==> src/rtl/adc_ctrl_pkg.sv <==
// Shared types and constants for the successive-approximation ADC controller.
// ADC_CTRL_PARITY_EN appends an even-parity bit to every serial frame.
package adc_ctrl_pkg;

    typedef enum logic [1:0] {
        IDLE  = 2'd0,
        CONV  = 2'd1,
        LOAD  = 2'd2,
        SHIFT = 2'd3
    } state_t;

    localparam int ADC_WIDTH_DEFAULT = 8;

`ifdef ADC_CTRL_PARITY_EN
    localparam int PARITY_BITS = 1;
`else
    localparam int PARITY_BITS = 0;
`endif

    // Number of bits carried on the serial line per conversion.
    function automatic int frame_len(input int width);
        return width + PARITY_BITS;
    endfunction

endpackage

==> src/rtl/adc_ctrl_piso.sv <==
// Parallel-load shift register that streams one result frame MSB first.
// With ADC_CTRL_PARITY_EN the frame carries a trailing even-parity bit.
module adc_ctrl_piso
    import adc_ctrl_pkg::*;
#(
    parameter int WIDTH = ADC_WIDTH_DEFAULT
) (
    input  logic             clk,
    input  logic             clr,
    input  logic             load,
    input  logic             shift_en,
    input  logic [WIDTH-1:0] data,
    output logic             dout,
    output logic             last
);

    localparam int FRAME = frame_len(WIDTH);
    localparam int CNT_W = (FRAME > 1) ? $clog2(FRAME) : 1;

    logic [FRAME-1:0] sr_reg;
    logic [FRAME-1:0] frame_word;
    logic [CNT_W-1:0] cnt_reg;

`ifdef ADC_CTRL_PARITY_EN
    assign frame_word = {data, ^data};
`else
    assign frame_word = data;
`endif

    always_ff @(posedge clk or negedge clr) begin
        if (!clr) begin
            sr_reg  <= '0;
            cnt_reg <= '0;
        end else if (load) begin
            sr_reg  <= frame_word;
            cnt_reg <= CNT_W'(FRAME - 1);
        end else if (shift_en) begin
            sr_reg <= {sr_reg[FRAME-2:0], 1'b0};
            if (cnt_reg != '0)
                cnt_reg <= cnt_reg - 1'b1;
        end
    end

    assign dout = shift_en & sr_reg[FRAME-1];
    assign last = shift_en && (cnt_reg == '0);

endmodule

==> src/rtl/adc_ctrl.sv <==
// Successive-approximation ADC controller: WIDTH trial cycles, a one-cycle
// result strobe, then a serial frame (plus parity with ADC_CTRL_PARITY_EN).
module adc_ctrl
    import adc_ctrl_pkg::*;
#(
    parameter int WIDTH = ADC_WIDTH_DEFAULT
) (
    input  logic             clk,
    input  logic             clr,
    input  logic             Start,
    input  logic             Compare,
    output logic [WIDTH-1:0] B,
    output logic             LoadReg,
    output logic             DataMark,
    output logic             SerialOutput
);

    localparam int IDX_W = (WIDTH > 1) ? $clog2(WIDTH) : 1;

    state_t           state_reg;
    logic [WIDTH-1:0] b_reg;
    logic [IDX_W-1:0] idx_reg;
    logic             load_reg;
    logic             piso_last;
    logic             piso_dout;

    always_ff @(posedge clk or negedge clr) begin
        if (!clr) begin
            state_reg <= IDLE;
            b_reg     <= '0;
            idx_reg   <= '0;
            load_reg  <= 1'b0;
        end else begin
            load_reg <= 1'b0;
            case (state_reg)
                IDLE: begin
                    if (Start) begin
                        state_reg <= CONV;
                        b_reg     <= {1'b1, {(WIDTH-1){1'b0}}};
                        idx_reg   <= IDX_W'(WIDTH - 1);
                    end
                end
                CONV: begin
                    // Resolve the current bit and tentatively set the next one.
                    b_reg[idx_reg] <= Compare;
                    if (idx_reg != '0) begin
                        b_reg[idx_reg - 1'b1] <= 1'b1;
                        idx_reg               <= idx_reg - 1'b1;
                    end else begin
                        state_reg <= LOAD;
                        load_reg  <= 1'b1;
                    end
                end
                LOAD: begin
                    state_reg <= SHIFT;
                end
                SHIFT: begin
                    if (piso_last)
                        state_reg <= IDLE;
                end
                default: state_reg <= IDLE;
            endcase
        end
    end

    adc_ctrl_piso #(.WIDTH(WIDTH)) u_piso (
        .clk      (clk),
        .clr      (clr),
        .load     (state_reg == LOAD),
        .shift_en (state_reg == SHIFT),
        .data     (b_reg),
        .dout     (piso_dout),
        .last     (piso_last)
    );

    assign B            = b_reg;
    assign LoadReg      = load_reg;
    assign DataMark     = (state_reg == SHIFT);
    assign SerialOutput = piso_dout;

endmodule

==> config.mk <==
export PLATFORM = sky130hd
export DESIGN_NAME = adc_ctrl
export DESIGN_NICKNAME = d
export VERILOG_FILES = /design/src/rtl/adc_ctrl_pkg.sv /design/src/rtl/adc_ctrl_piso.sv /design/src/rtl/adc_ctrl.sv
export SDC_FILE = /design/constraint.sdc
export NUM_CORES = 1
export LEC_CHECK = 0
export CORE_UTILIZATION = 55
export DETAILED_ROUTE_END_ITERATION = 16
export GPL_TIMING_DRIVEN = 0
export PLACE_DENSITY_LB_ADDON = 0.25
export SYNTH_ARGS = -nofsm -noshare
export SYNTH_HDL_FRONTEND = slang
export SYNTH_SLANG_ARGS = --single-unit
==> constraint.sdc <==
create_clock -name clk -period 1.8 [get_ports clk]
set_input_delay 0.36 -clock clk [delete_from_list [all_inputs] [get_ports clk]]
set_output_delay 0.36 -clock clk [all_outputs]
set_load 0.05 [all_outputs]
## Yosys cells after proc, flatten, opt, wreduce, memory -nomap -nowiden

Index checks and enable logic that the tools add are counted.

| word-level totals | value |
|---|---|
| flip-flop bits (word level) | 25 |
| input port bits | 4 |

| cells by class | value |
|---|---|
| bitwise operators | 2 |
| equality and inequality tests | 7 |
| muxes and demuxes | 22 |
| reductions and logical operators | 14 |
| $add $sub $neg | 2 |
| order comparisons | 4 |

Operators by type and width:

| kind | count |
|---|---|
| $mux W8 | 4 |
| $pmux W8 S2 | 1 |
| $mux W3 | 5 |
| $bwmux W8 | 1 |
| $lt A3 B4 Y1 const B | 2 |
| $ne A2 B2 Y1 const B | 4 |
| $or A8 B8 Y8 | 1 |
| $pmux W2 S4 | 1 |
| $demux W1 S3 | 2 |
| $ge A3 B1 Y1 const B | 2 |
| $mux W2 | 3 |
| $pmux W3 S2 | 1 |
| $reduce_and A3 Y1 | 2 |
| $reduce_bool A2 Y1 | 3 |
| $reduce_bool A3 Y1 | 2 |
| $sub A3 B1 Y3 const B | 2 |
| $eq A2 B2 Y1 const B | 2 |
| $mux W1 | 4 |
| $reduce_and A2 Y1 | 2 |
| $logic_and A1 B1 Y1 | 3 |
| $logic_not A3 Y1 | 1 |
| $eq A2 B1 Y1 const B | 1 |
| $logic_not A2 Y1 | 1 |
| $and A1 B1 Y1 | 1 |

## Logic depth before layout (Yosys ltp)

| depth | value |
|---|---|
| depth after elaboration | 8 |
| depth in mapped cells | 7 |

## By module

From an unflattened synthesis, not the netlist that was laid out.

| unflattened totals | value |
|---|---|
| cell total of the unflattened synthesis | 162 |
| area total of the unflattened synthesis | 1574.0 µm² |

Modules (own cells, without submodules):

| module | instances | area each (µm²) | cells an instance |
|---|---|---|---|
| adc_ctrl | 1 | 991.0 | 106 |
| adc_ctrl_piso | 1 | 583.1 | 56 |

## Worst setup path after synthesis

OpenSTA, ideal clock, no wires.

| timing | value |
|---|---|
| path type | reg-to-output |
| from | register state_reg[1] |
| to | output port SerialOutput |
| required time | 1.440 ns |
| stages on the path, launching flop included | 4 |
| path buffers | 1 |
| path slack | -0.216 ns |
| data arrival time | 1.656 ns |
| path through | dfrtp_1 ha_1 buf_2 and2_1 |

| on the way | value |
|---|---|
| longest elaborated chain between the ends | 2 |

Ends and longest elaborated chain:

| item | line | source |
|---|---|---|
| start, declared | adc_ctrl.sv:20 | `state_t state_reg;` |
| start signal, assigned | adc_ctrl.sv:29 | `state_reg <= IDLE;` |
| start signal, assigned | adc_ctrl.sv:38 | `state_reg <= CONV;` |
| start signal, assigned | adc_ctrl.sv:50 | `state_reg <= LOAD;` |
| $eq A2 B2 Y1 | n/a |  |
| net DataMark | adc_ctrl.sv:14 | `output logic DataMark,` |
| $and A1 B1 Y1 | adc_ctrl_piso.sv:44 | `assign dout = shift_en & sr_reg[FRAME-1];` |
| end, declared | adc_ctrl.sv:15 | `output logic SerialOutput` |

The timed path passes the listed nets, and every way through them passes these cells.

## Worst setup path in the final report

| timing | value |
|---|---|
| from | register state_reg[1] |
| to | output port SerialOutput |

| on the way | value |
|---|---|
| longest elaborated chain between the ends | 2 |

Ends and longest elaborated chain:

| item | line | source |
|---|---|---|
| $eq A2 B2 Y1 | adc_ctrl.sv:70 | `.shift_en (state_reg == SHIFT),` |
| $and A1 B1 Y1 | adc_ctrl_piso.sv:44 |  |

Every way passes these cells.

==> impl_metrics.sql <==
INSERT INTO impl_metrics (metric_group, metric, value, unit) VALUES
('critical_path', 'timing.critical_path.arrival', '1.37', 'ns'),
('synth', 'yosys.area_share.simple', '0.150', ''),
('synth', 'synth_largest_type_area_fraction', '0.433', ''),
('timing', 'holdWs', '0.531', 'ns'),
('floorplan', 'initial_utilization', '0.583', ''),
('clocking', 'cts-root-buf', 'clkbuf_4', ''),
('timing', 'grt_setup_unrepaired', 'yes', ''),
('critical_path', 'path_delay_family', 'flip-flops', ''),
('clocking', 'cts_num_sinks', '25', ''),
('global_routing', 'pin_count_of_the_biggest_net_entering_global_routing', '26', ''),
('synth', 'synth_ff_type', 'dfrtp_1', ''),
('finish', 'antenna_cells_inserted', '0', ''),
('route', 'detail_route.first_pass.iterations', '4', ''),
('timing', 'worst-slew-pin-transition', '1.07', 'ns'),
('floorplan', 'die_h', '53.2', 'um'),
('placed_design', 'last_weighted_congestion_value_of_the_routability_driven_placer', '0.974', ''),
('synth', 'synth_area', '1440', 'sq um'),
('synth', 'synth.distinct_cells', '42', ''),
('synth', 'synth_edf_count', '0', ''),
('clocking', 'clock_insertion_delay_worst_skew', '0.32', 'ns'),
('timing', 'finalSetupViolCount', '0', ''),
('power', 'vdd.ir_drop.worst', '1.10', 'mV'),
('critical_path', 'critical_path_class', 'flip-flop to output port', ''),
('power', 'power_density', '1670', 'nW/um^2'),
('synth', 'yosys-mux-area-fraction', '0.0711', ''),
('synth', 'synth_largest_area_cell', 'dfrtp_1', ''),
('timing', 'slew_hr', '0.283', ''),
('critical_path', 'cp.required', '1.44', 'ns'),
('floorplan', 'floorplan.die_area', '2830', 'sq um'),
('power', 'power_frac_clock', '0.086', ''),
('finish', 'post_route_cells_drive_above_1_share', '0.192', ''),
('critical_path', 'crit_path_max_fanout', '7', ''),
('clocking', 'cts.reportedPaths.clkPinSlew', '0.14', 'ns'),
('timing', 'report.final.slew_viol_count', '0', ''),
('finish', 'register_area', '629', 'sq um'),
('clocking', 'cts-buffers-inserted', '3', ''),
('power', 'p_seq_frac', '0.311', ''),
('finish', 'area_growth_syn_to_layout', '20.7', '%'),
('timing', 'final.period_utilization', '0.962', ''),
('critical_path', 'critPathMaxStageDelay', '0.47', 'ns'),
('global_routing', 'grt_first_pass_wirelength', '4850', 'um'),
('power', 'p_switching', '1400', 'uW'),
('synth', 'synth.net_count', '163', ''),
('synth', 'mean_area_per_synthesized_cell', '9.63', 'sq um'),
('synth', 'synth_compound_area_frac', '0.205', ''),
('critical_path', 'setup.worst_path.start_class', 'flip-flop', ''),
('route', 'drtAntennaViolNets', '0', ''),
('route', 'route.detailed.wl_per_inst', '14.9', 'um'),
('placed_design', 'dpl.hpwl', '2280', 'um'),
('timing', 'layout_min_cycle_time', '1.73', 'ns'),
('synth', 'synthTopCellsByArea', 'dfrtp_1, ha_1, mux2i_1', ''),
('floorplan', 'dieWidth', '53.2', 'um'),
('synth', 'async_reset_ff_frac', '1.00', ''),
('global_routing', 'antenna_violations_before_repair', '0', ''),
('power', 'report.power.total', '2910', 'uW'),
('finish', 'fill_count', '193', ''),
('finish', 'multi_input_gate_area', '786', 'sq um'),
('timing', 'worst_clock_skew', '0.00437', 'ns'),
('synth', 'synth-seq-area-share', '0.433', ''),
('finish', 'finalNetCount', '186', ''),
('timing', 'finalHoldViolations', '0', ''),
('route', 'via_count', '1193', ''),
('global_routing', 'number_of_global_route_vias_before_repair', '1096', ''),
('run_status', 'outcome', 'finished, final reports clean', ''),
('synth', 'synth.ff_latch_count', '25', ''),
('clocking', 'cts.htree.levels', '1', ''),
('synth', 'synthAdderAreaFrac', '0.0780', ''),
('power', 'cellInternalPower', '1520', 'uW'),
('route', 'drt_iter0_markers', '33', ''),
('floorplan', 'number_of_standard_cell_rows_in_the_floorplan', '18', ''),
('route', 'route.detailed.vias_per_inst', '5.91', '');
[final timing paths]
kind                            slack, ns  cells after the start               from                 to
worst max-delay path                 0.07                      4       state_reg[1]       SerialOutput
worst min-delay path                 0.53                      1  u_piso.cnt_reg[1]  u_piso.cnt_reg[1]
worst max register to register       0.11                      6         idx_reg[1]       state_reg[1]
worst min register to register       0.53                      1  u_piso.cnt_reg[1]  u_piso.cnt_reg[1]
max in group asynchronous            0.49                      1                clr         idx_reg[0]
min in group asynchronous            0.61                      1                clr  u_piso.cnt_reg[2]
[cell families after synthesis]
kind of cell | after synthesis
multiplexers | 10
adder cells (fa/ha/maj) | 9
AND/OR/NAND/NOR | 43
XOR/XNOR | 1
flip-flops | 25
buffers and inverters | 17
AO/OA/AOI/OAI | 45
[per-layer routing]
metal | part of all wire | up-vias | track usage
li1 | - | 582 | -
met1 | 0.46 | 566 | 0.305
met2 | 0.49 | 41 | 0.415
met3 | 0.038 | 4 | 0.0259
met4 | 0.013 | 0 | 0.0746
met5 | 0 | - | 0
[power by group through the flow]
stage	Sequential [uW]	Clock (uW)	Combinational (uW)
finish	907	249	1760
global route	930	280	1930
CTS	880	253	1610
detailed placement	891	0	1620
global placement	878	0	1550
floorplan	1020	0	1070
[area by class of cell]
type / instances / area share
Clock buffer: 3 / 0.0129
Clock inverter: 1 / 0.00287
Inverter: 10 / 0.0244
Tap cell: 30 / 0.0215
Sequential cell: 25 / 0.361
Timing Repair Buffer: 18 / 0.0948
Multi-Input combinational cell: 108 / 0.451
Buffer: 7 / 0.0316
[synth_stat cells, types with 4 or more instances]
cell	instances
inv_1	9
mux2i_1	8
nand2_1	13
dfrtp_1	25
a21oi_1	5
o21ai_1	12
o21ai_0	6
ha_1	9
nand2b_1	4
nor2_1	8
nor3_1	4
a22oi_1	4
[through the flow]
| step | setup TNS, ns | worst slack (ns) | cell area (sq um) | instances | utilization |
|---|---|---|---|---|---|
| 6_report | 0 | 0.0689 | 1740 | 202 | 0.704 |
| 5_1_grt | -0.00644 | -0.00644 | 1740 | 202 | 0.704 |
| 4_1_cts | -0.0102 | -0.0102 | 1650 | 198 | 0.668 |
| 3_5_place_dp | -0.638 | -0.388 | 1630 | 194 | 0.656 |
| 3_3_place_gp | -0.430 | -0.369 | 1630 | 194 | 0.656 |
| 2_1_floorplan | 0 | 0.0798 | 1450 | 150 | - |
[timing repair]
action                                  4_1_cts  5_1_grt
endpoints found under the setup margin       15       19
pin swaps                                     0        1
hold buffers                                  0        0
resized for setup                            25       16
buffers inserted                              0        4
[cells in the final DEF (no fill, tap or decap), drive strengths merged, types with 2 or more instances in the layout]
| master | n |
|---|---|
| nand2 | 14 |
| a21o | 2 |
| or3 | 2 |
| mux2 | 2 |
| dfrtp | 25 |
| dlygate4sd2 | 9 |
| clkdlybuf4s50 | 3 |
| a22oi | 4 |
| a31oi | 2 |
| mux2i | 8 |
| nor3 | 4 |
| o2bb2ai | 2 |
| o21ai | 18 |
| a21oi | 5 |
| o311ai | 3 |
| buf | 10 |
| ha | 9 |
| nand2b | 4 |
| o21a | 2 |
| nand3 | 3 |
| inv | 10 |
| nor2 | 8 |
| clkbuf | 5 |
Power figures use the tool's default switching activity.
==> patch 1: new RTL, same flow settings <==
The package constant `ADC_WIDTH_DEFAULT` goes from 8 to 4.
--- a/src/rtl/adc_ctrl_pkg.sv
+++ b/src/rtl/adc_ctrl_pkg.sv
@@ -9,7 +9,7 @@
         SHIFT = 2'd3
     } state_t;
 
-    localparam int ADC_WIDTH_DEFAULT = 8;
+    localparam int ADC_WIDTH_DEFAULT = 4;
 
 `ifdef ADC_CTRL_PARITY_EN
     localparam int PARITY_BITS = 1;
Ports: changed (resized B); port bits go from 15 to 11. The function was not compared with the original's and may differ.
==> patch 1 against the original RTL <==
The run now ends with DRC left. Wire length decreased by 37%. Worst setup slack worse by 43 ps. Global-route usage fell by 0.27 points. Sequential share of layout area down 3.3 points. Sequential cell count decreased by 10. Via count fell by 34%. Utilization is 1.6 points higher. Power decreased by 22%. Synthesized area down 32%. Final area down 34%. Largest cell class unchanged.
==> patch 1: results (changes against the original RTL) <==
Finish
  – Seq_cells: 15 (-40%)
  – # fillers: 107 (-45%)
  – Final clock-cell share: 2.40% (+0.82 points)
  – Multi-input gate area: 549 um^2 (-30%)
  – # nets final: 131 (-30%)
  – Signal buf overhead: 11.7% (-0.97 points)
  – Multi-input gates: 73 (-32%)
  – Sequential cell area share: 32.8% (-3.3 points)
  – Inverter count: 8 (-2)

Pwr
  – Sequential Power Share: 28.5% (-2.6 points)
  – Sequential cell power: 646 uW (-29%)
  – Sw Pwr: 1060 uW (-24%)
  – Comb group: 1430 uW (-19%)

Synth
  – Mux share of post-synthesis cell area: 6.75% (-0.35 points)
  – Adder-cell share of the synthesized area: 12.7% (+4.9 points)
  – Post-synth top cells: dfrtp_1 (15), ha_1 (10), nand2_1 (9), nor2_1 (9), inv_1 (8)
  – Syn_nets: 115 (-29%)
  – Synth area leaders: dfrtp_1 (38%), ha_1 (13%), o221a_2 (4.6%), mux2i_1 (4.1%), nand2_1 (3.4%)
  – Post-Synth XOR/XNOR Area: 0.892% (+0.29 points)
  – Synth Area in Compound Gates: 15.9% (-4.6 points)
  – Sequential area share after synthesis: 38.2% (-5.1 points)

Global route
  – Vias in the first global route: 742 (-32%)
  – Largest net degree at the start of global routing: 16 (-38%)
  – GRT Total Usage: 23.6% (-0.27 points)

Detailed routing
  – Post-Route WL: 1890 um (-37%)
  – DR iter-0 viols: 14 (-58%)
  – Residual DRC: 1 (+1)
  – Drt wl/cell: 13.5 um (-9.4%)
  – Via count: 785 (-34%)
  – DR pass1 iterations: 10 (+6)

Placed design
  – Cells after DPL: 135 (-30%)
  – Place WS: -232 ps (+156 ps)
  – Placed standard-cell area: 1110 um^2 (-31%)
  – IO buf count: 10 (-4)
  – RD Place Congestion: 0.827 (-15%)
  – Dpl hpwl: 1330 um (-42%)

Critical path
  – CP max FO: 1 (-6)
  – Largest stage delay on the critical path: 790 ps (+320 ps)
  – Worst EP arrival: 1410 ps (+40 ps)
  – Slowest cell on the critical path: clkdlybuf4s50_1
  – Gate family responsible for the most delay along the worst path: buffers and inverters

Hold path
  – HP Class: in -> async

Clocking
  – Later-pin clock latency in the skew report: 280 ps (-40 ps)
  – Clk sinks: 15 (-40%)
  – Clock slew at reported path FFs: 90 ps (-50 ps)

Timing
  – Clock Skews: 3.05 ps (-1.33 ps)
  – Slew HR: 55.5% (+27 points)

Outcome
  – Failing checks: DRC
  – Status: finished, violations left

Die
  – Core ar.: 1590 um^2 (-36%)
## patch 1: changes by cell type after synthesis, moves of 3 or more
cell      delta
a22oi_1      -4
dfrtp_1     -10
mux2i_1      -4
nand2_1      -4
nor3_1       -4
o21ai_1     -12
o221a_2      +4
o311ai_1     -3
## patch 1: final timing paths
kind	start	end	slack, ps	cells past startpoint
min in group clk	B[0]	u_piso.sr_reg[0]	550	2
max	LoadReg	LoadReg	30	1
max in group asynchronous	clr	idx_reg[0]	860	1
max reg2reg	state_reg[0]	state_reg[1]	110	5
min reg2reg	B[0]	u_piso.sr_reg[0]	550	2
min	clr	B[1]	470	1
## patch 1: routing by layer
layer  track usage (%)  up-vias  part of all wire, %
met2              39.4       23                   50
met3              2.86        4                  4.2
li1                  -      376                    -
met4              10.3        0                  1.1
met1              30.7      382                   44
met5                 0        -                    0
==> patch 2: new RTL, same settings <==
Made on the original files. Encoding of `state_t`: now Gray code (2 bits for 4 states).
--- a/src/rtl/adc_ctrl_pkg.sv
+++ b/src/rtl/adc_ctrl_pkg.sv
@@ -3,10 +3,10 @@
 package adc_ctrl_pkg;
 
     typedef enum logic [1:0] {
-        IDLE  = 2'd0,
-        CONV  = 2'd1,
-        LOAD  = 2'd2,
-        SHIFT = 2'd3
+        IDLE  = 2'b00,
+        CONV  = 2'b01,
+        LOAD  = 2'b11,
+        SHIFT = 2'b10
     } state_t;
 
     localparam int ADC_WIDTH_DEFAULT = 8;
Formal check against the unedited RTL: same outputs for any inputs over 10 cycles, from zero or initial values; not proved beyond that.
==> patch 2 against the original RTL <==
Worst setup slack got worse by 14 ps. Sequential cell count unchanged. Register-to-register slack worse by 30 ps. Die area decreased by 4.6%. Clock skew fell by 3.2 ps. Critical path type unchanged. Critical path depth did not move. Non-clock buffer count is 2 lower. Synthesized area fell by 4.8%. Final area fell by 9.6%. Wire length grew 5.9%. Count of clock-buffer cells in the layout stayed put. Synthesized cell count shrank 3.3%. Power down 14%.
==> patch 2: results (changes against the original RTL) <==
Outcome
  – Status: complete, no violations

Hold path
  – HP Class: in -> reg
  – Worst hold path cell count: 2 (+1)

Global route
  – GRT Total Usage: 25.4% (+1.5 points)
  – First-pass GRT wire length: 5000 um (+3.0%)
  – Vias in the first global route: 1106 (+0.91%)

Synth
  – Synth Area per Inst: 9.48 um^2 (-1.5%)
  – Post-Synth XOR/XNOR Area: 0% (-0.61 points)
  – Synth area leaders: dfrtp_1 (45%), mux2i_1 (5.8%), a21oi_1 (4.7%), nor2_1 (4.1%), ha_1 (3.6%)
  – Unique cell type count in the Yosys netlist: 38 (-9.5%)
  – Sequential area share after synthesis: 45.5% (+2.2 points)

Critical path
  – Slowest cell on the critical path: dfrtp_1
  – CP max FO: 10 (+3)
  – Worst r2r src: idx_reg[0]
  – Worst R2R Setup Slack: 80 ps (-30 ps)

Placed design
  – Place WS: -202 ps (+186 ps)
  – Placed standard-cell area: 1540 um^2 (-5.0%)
  – Cells after DPL: 186 (-4.1%)

Finish
  – Sequential cell area share: 39.7% (+3.6 points)
  – Fraction of area in multi-input gates: 43.2% (-1.9 points)
  – Signal buf overhead: 11.2% (-1.4 points)
  – # fillers: 195 (+1.0%)
  – Bufs w/o clock: 23 (-8.0%)
  – Final clock-cell share: 1.75% (+0.17 points)

Timing
  – Least-Margin Pin Slew: 1130 ps (+62.7 ps)
  – Clock Skews: 1.22 ps (-3.15 ps)
  – Post-layout min period: 1740 ps (+13.6 ps)

Die
  – Die width: 52 um (-2.3%)

Detailed routing
  – DR iter-0 viols: 38 (+15%)
  – Post-DR vias/cell: 6.22 (+5.3%)

Pwr
  – Overall Power: 2500 uW (-14%)
  – Maximum vdd drop: 0.00111 V (+0.71%)
  – Pint: 1310 uW (-14%)
## patch 2: cell types whose count changed in the layout (fill, tap and decap cells not counted), moves of 4 or more
cell     unedited run  this run
a21oi_1             5        13
nor2_1              8        15
o21ai_0             5         9
o21ai_1            10         3
## patch 2: worst reg2reg max path: stages (launching register included)
cell and delay, ps:
dfrtp_1 490, inv_1 160, ha_1 410, inv_1 180, o211ai_1 120, a21oi_1 160
o32a_1 160
## patch 2: how the worst min path moves through the flow
stage,startpoint,endpoint,slack (ps)
2_1_floorplan,clr,B[0],60
3_3_place_gp,u_piso.cnt_reg[0],u_piso.cnt_reg[0],470
3_5_place_dp,u_piso.cnt_reg[2],u_piso.cnt_reg[2],490
4_1_cts,Compare,B[1],390
5_1_grt,Compare,B[1],410
6_report,Compare,B[7],400
## patch 2: per-layer routing
layer  part of all wire [%]  vias up  GRT usage, %  wire length, um
met1                     45      593          32.4             1450
met3                    4.4        7          2.63              139
li1                       -      546             -                -
met5                      0        -             0                0
met4                    1.5        0          6.76               48
met2                     49       36          45.1             1550
